### src/rtl/imem_line_fill.sv
// Instruction-cache line-fill engine: turns one line refill request into a single
// memory burst, assembles the beats into a line and pulses b_dv_i once it is complete.
module imem_line_fill #(
    parameter int LINE_BITS = 256,
    parameter int BEAT_BITS = 64,
    parameter int BLK_LEN   = 59
) (
    input  logic                 clk,
    input  logic                 rst_n,
    input  logic [BLK_LEN-1:0]   b_addr_i,
    input  logic                 b_rd_i,
    output logic [LINE_BITS-1:0] b_data_i,
    output logic                 b_dv_i,
    output logic                 m_rd,
    output logic [63:0]          m_addr,
    output logic [7:0]           m_len,
    input  logic                 m_ack,
    input  logic                 m_rdv,
    input  logic [BEAT_BITS-1:0] m_rdata,
    output logic                 fill_busy
);

    localparam int BEATS = LINE_BITS / BEAT_BITS;
    localparam int CNT_W = (BEATS > 1) ? $clog2(BEATS) : 1;
    localparam int OFS_W = 64 - BLK_LEN;
    localparam logic [CNT_W-1:0] LAST_BEAT = CNT_W'(BEATS - 1);

    typedef enum logic [2:0] {
        IDLE,
        REQ,
        BEAT,
        DONE,
        DRAIN
    } state_t;

    state_t               r_state;
    logic [BLK_LEN-1:0]   r_addr;
    logic [CNT_W-1:0]     r_cnt;
    logic [LINE_BITS-1:0] r_line;
    logic                 w_lastBeat;

    assign w_lastBeat = m_rdv && (r_cnt == LAST_BEAT);

    // DRAIN keeps counting beats of an abandoned burst so the bus ends up idle
    // before a new request can go out; the line register is only written in BEAT.
    always_ff @(posedge clk) begin
        if (!rst_n) begin
            r_state <= IDLE;
            r_addr  <= '0;
            r_cnt   <= '0;
            r_line  <= '0;
        end else begin
            case (r_state)
                IDLE: begin
                    if (b_rd_i) begin
                        r_addr  <= b_addr_i;
                        r_cnt   <= '0;
                        r_state <= REQ;
                    end
                end
                REQ: begin
                    if (m_ack) begin
                        r_state <= b_rd_i ? BEAT : DRAIN;
                    end
                end
                BEAT: begin
                    if (m_rdv) begin
                        r_line[int'(r_cnt) * BEAT_BITS +: BEAT_BITS] <= m_rdata;
                        r_cnt <= r_cnt + 1'b1;
                    end
                    if (w_lastBeat) begin
                        r_state <= b_rd_i ? DONE : IDLE;
                    end else if (!b_rd_i) begin
                        r_state <= DRAIN;
                    end
                end
                DONE: begin
                    r_state <= IDLE;
                end
                DRAIN: begin
                    if (m_rdv) begin
                        r_cnt <= r_cnt + 1'b1;
                    end
                    if (w_lastBeat) begin
                        r_state <= IDLE;
                    end
                end
                default: begin
                    r_state <= IDLE;
                end
            endcase
        end
    end

    assign b_dv_i    = (r_state == DONE);
    assign m_rd      = (r_state == REQ);
    assign fill_busy = (r_state != IDLE);
    assign m_addr    = {r_addr, {OFS_W{1'b0}}};
    assign m_len     = 8'(BEATS - 1);
    assign b_data_i  = r_line;

endmodule

### config.mk
export PLATFORM = sky130hd
export DESIGN_NAME = imem_line_fill
export DESIGN_NICKNAME = d
export VERILOG_FILES = /design/src/rtl/imem_line_fill.sv
export SDC_FILE = /design/constraint.sdc
export NUM_CORES = 1
export LEC_CHECK = 0
export ABC_CLOCK_PERIOD_IN_PS = 2400
export BUFFER_PORTS_ARGS = -buffer_cell sky130_fd_sc_hd__buf_2
export CORE_MARGIN = 2
export CORE_UTILIZATION = 41
export CTS_BUF_LIST = sky130_fd_sc_hd__clkbuf_8
export CTS_CLUSTER_SIZE = 14
export DETAILED_ROUTE_END_ITERATION = 6
export GPL_TIMING_DRIVEN = 0
export PLACE_DENSITY = 0.73
export SYNTH_ARGS = -nofsm -noshare
export SYNTH_HDL_FRONTEND = slang
export SYNTH_SLANG_ARGS = --single-unit
### constraint.sdc
create_clock -name clk -period 2.4 [get_ports clk]
set_input_delay 0.6 -clock clk [delete_from_list [all_inputs] [get_ports clk]]
set_output_delay 0.6 -clock clk [all_outputs]
set_load 0.02 [all_outputs]
==> metrics.yaml <==
status: "complete, no violations"
clock_latency_ns: 0.60
cts_hold_buf: 0
fmax_ghz: 0.449
dp_slack_ns: -0.323
antenna_found_initial: 2
crit_end: "b_data_i[75]"
finalWorstSetupSlack_ns: 0.174
synth_seq_cells: 320
rows: 64
drtIter0Drc: 827
drive_above_1_share_pct: 30.1
worstMarginPinSlew_ns: 1.14
startpoint_type: "register"
core_area_mm2: 0.0305
crit_arrival_ns: 2.73
finClkSkew_ns: 0.0282
grt_pass1_vias: 12000
p_leak_nw: 7.15
crit_fanout: 12
multi_input_area_mm2: 0.00552
port_buffers: 444
yosysSeqAreaShare_pct: 50.5
wl_um: 45700
path_depth: 8
slew_headroom_pct: 23.8
power.total_mw: 10.9
path_cells: "inv_2 > ha_2 > nand2_1 > nor3_4 > buf_4 > clkbuf_2 > nand3_1 > a21boi_0"
r2r-start: "r_cnt[0]"
r2r_cells: 8
vdd_ir_drop_max_mv: 0.468
yosys-top-cells-area: "dfxtp_1, a21boi_0, nand2_1, nand3_1, a21boi_1"
slowest_stage: "ha_2"
rsz0062_at_grt: "no"
synth_area_per_cell_um2: 8.62
yosys_warnings: 0
finalCriticalPeriod_ns: 2.23
p_per_area_mw_per_mm2: 662
regArea_mm2: 0.00641
drc: 0
synthesis.area_mm2: 0.0127
grt_usage_pct: 27.4
synth.distinct_cells: 34
via_per_inst: 5.16
dieArea_mm2: 0.0323
fillers: 2931
hold_class: "in -> reg"
wl_per_cell_um: 18.9
hpwl_um: 33600
cts_made_buffers: 53
slowest_delay_ns: 0.42
vias: 12500
die_width_um: 180
worst-setup-path-type: "reg -> reg"
r2r-end: "b_data_i[75]"
critPathLaunch: "r_cnt[0]"
grt_max_degree: 15
start_util_pct: 41.6
routabilityCongestion: 0.853
final_nets: 2117
first_pass_iters: 5
clockBufferDepth: 3
cp.required_ns: 2.90
antenna_left: 0
die_h_um: 180
setup_violations: 0
area_delta_synth_final_pct: 30.1
overflow: 0
clk_transition_reported_paths_ns: 0.06
cts_root_buf: "clkbuf_8"
hold_viol: 0
drv_cap: 0
yosys.area.top_type_share_pct: 50.5
critPathBufInv: 3
critPathCaptureType: "register"
cp_top_family: "buffers and inverters"
syn_inst: 1471
grt_first_pass_wirelength_um: 69900
cts_max_level: 2
post-route-period-util_pct: 92.8
slew_viol_final: 0
ff2ff_setup_slack_ns: 0.17
synth_area_leader_cell: "dfxtp_1"
cts_tree: "done"
io_pins: 459
clock_sinks: 320
==> cells in the mapped netlist, drive strengths merged <==
library cell and count:
nor2b 3, nand2b 2, mux2i 2, conb 2, nand3b 1, ha 5
nor3 3, nor4b 1, buf 94, nor3b 2, and4bb 1, o32ai 1
o311a 1, mux2 1, a21oi 2, a21boi 315, xnor2 1, and2 5
nand2 384, dfxtp 320, clkbuf 51, nor4bb 1, a211oi 3, nor2 7
nand3 259, inv 3, nor4 1
==> metrics by stage <==
stage	instances	setup TNS, ns	hold WS, ns	instance area [µm²]	util [%]
floorplan	1482	0	0.468	12700	-
global placement	2322	-12.80	0.435	15400	50.6
detailed placement	2322	-16.05	0.439	15400	50.6
CTS	2418	-0.000639	0.233	16500	54.0
global route	2418	0	0.255	16500	54.1
finish	2419	0	0.268	16500	54.1
==> state kept, by name (all words and copies together) (netlist names) <==
register,cells
b_data_i,256
r_addr,59
r_state,3
r_cnt,2
==> worst min-delay path by stage <==
| stage | cells past startpoint | endpoint | slack (ns) | startpoint |
|---|---|---|---|---|
| after floorplan | 2 | r_cnt[1] | 0.47 | r_cnt[1] |
| after global placement | 2 | b_data_i[241] | 0.44 | b_data_i[241] |
| after detailed placement | 2 | b_data_i[240] | 0.44 | b_data_i[240] |
| after CTS | 3 | r_addr[12] | 0.23 | b_addr_i[12] |
| after global routing | 3 | r_addr[51] | 0.26 | b_addr_i[51] |
| final | 3 | r_addr[51] | 0.27 | b_addr_i[51] |
==> per-layer routing <==
metal / wire [µm] / global-route usage [%] / vias to the layer above
li1: - / - / 5954
met1: 18400 / 33.6 / 5825
met2: 21700 / 46.6 / 591
met3: 3980 / 6.62 / 104
met4: 1560 / 10.4 / 0
met5: 0 / 0 / -
==> final cells by class <==
type,count,area share [%]
Clock buffer,61,5.09
Timing Repair Buffer,448,13.7
Buffer,144,4.93
Clock inverter,32,0.978
Tap cell,396,3.00
Antenna cell,1,0.0152
Sequential cell,320,38.8
Multi-Input combinational cell,1014,33.4
Inverter,3,0.0683
==> tightest hold or removal path, cell delays in order <==
cell      delay [ns]
buf_2           0.09
nand2_1         0.04
a21boi_0        0.06
==> where the power goes <==
part	total, mW	switching [mW]	internal (mW)	leakage (nW)
sequential	5.44	0.0425	5.40	2.59
clock	4.62	2.21	2.41	0.615
combinational	0.863	0.551	0.312	3.95
==> cell families (layout without fill, tap and decap cells) <==
group	count (synthesis)	in the layout	synth area share [%]
fa+ha+maj	5	5	0.493
other cells	2	14	0.0592
buf+inv	148	688	6.42
flops	320	320	50.5
simple gates	670	670	23.1
compound gates	322	322	19.1
mux	3	3	0.247
xor+xnor	1	1	0.0691
==> what timing repair did <==
item                                   4_1_cts  5_1_grt
pin swaps                                    2        0
buffers inserted                             4        0
resized for setup                            8        6
setup endpoints to repair                  118      153
endpoints found under the hold margin        0        0
==> placed cells by master, fill, tap and decap left out, types with 2 or more instances in the layout <==
master,n
nand2_2,3
a211oi_1,3
nor2_1,7
a21boi_0,249
clkbuf_1,47
and2_1,5
clkbuf_2,5
clkbuf_8,61
nand3_1,259
nor3b_1,2
buf_4,41
buf_6,12
buf_2,474
inv_1,29
buf_1,13
nor2b_1,3
a21boi_1,66
nand2b_1,2
nand2_1,381
a21oi_1,2
mux2i_1,2
ha_1,4
nor3_2,2
conb_1,13
dfxtp_1,319
clkinv_2,2
No activity file was read; power rests on OpenSTA's default activity.
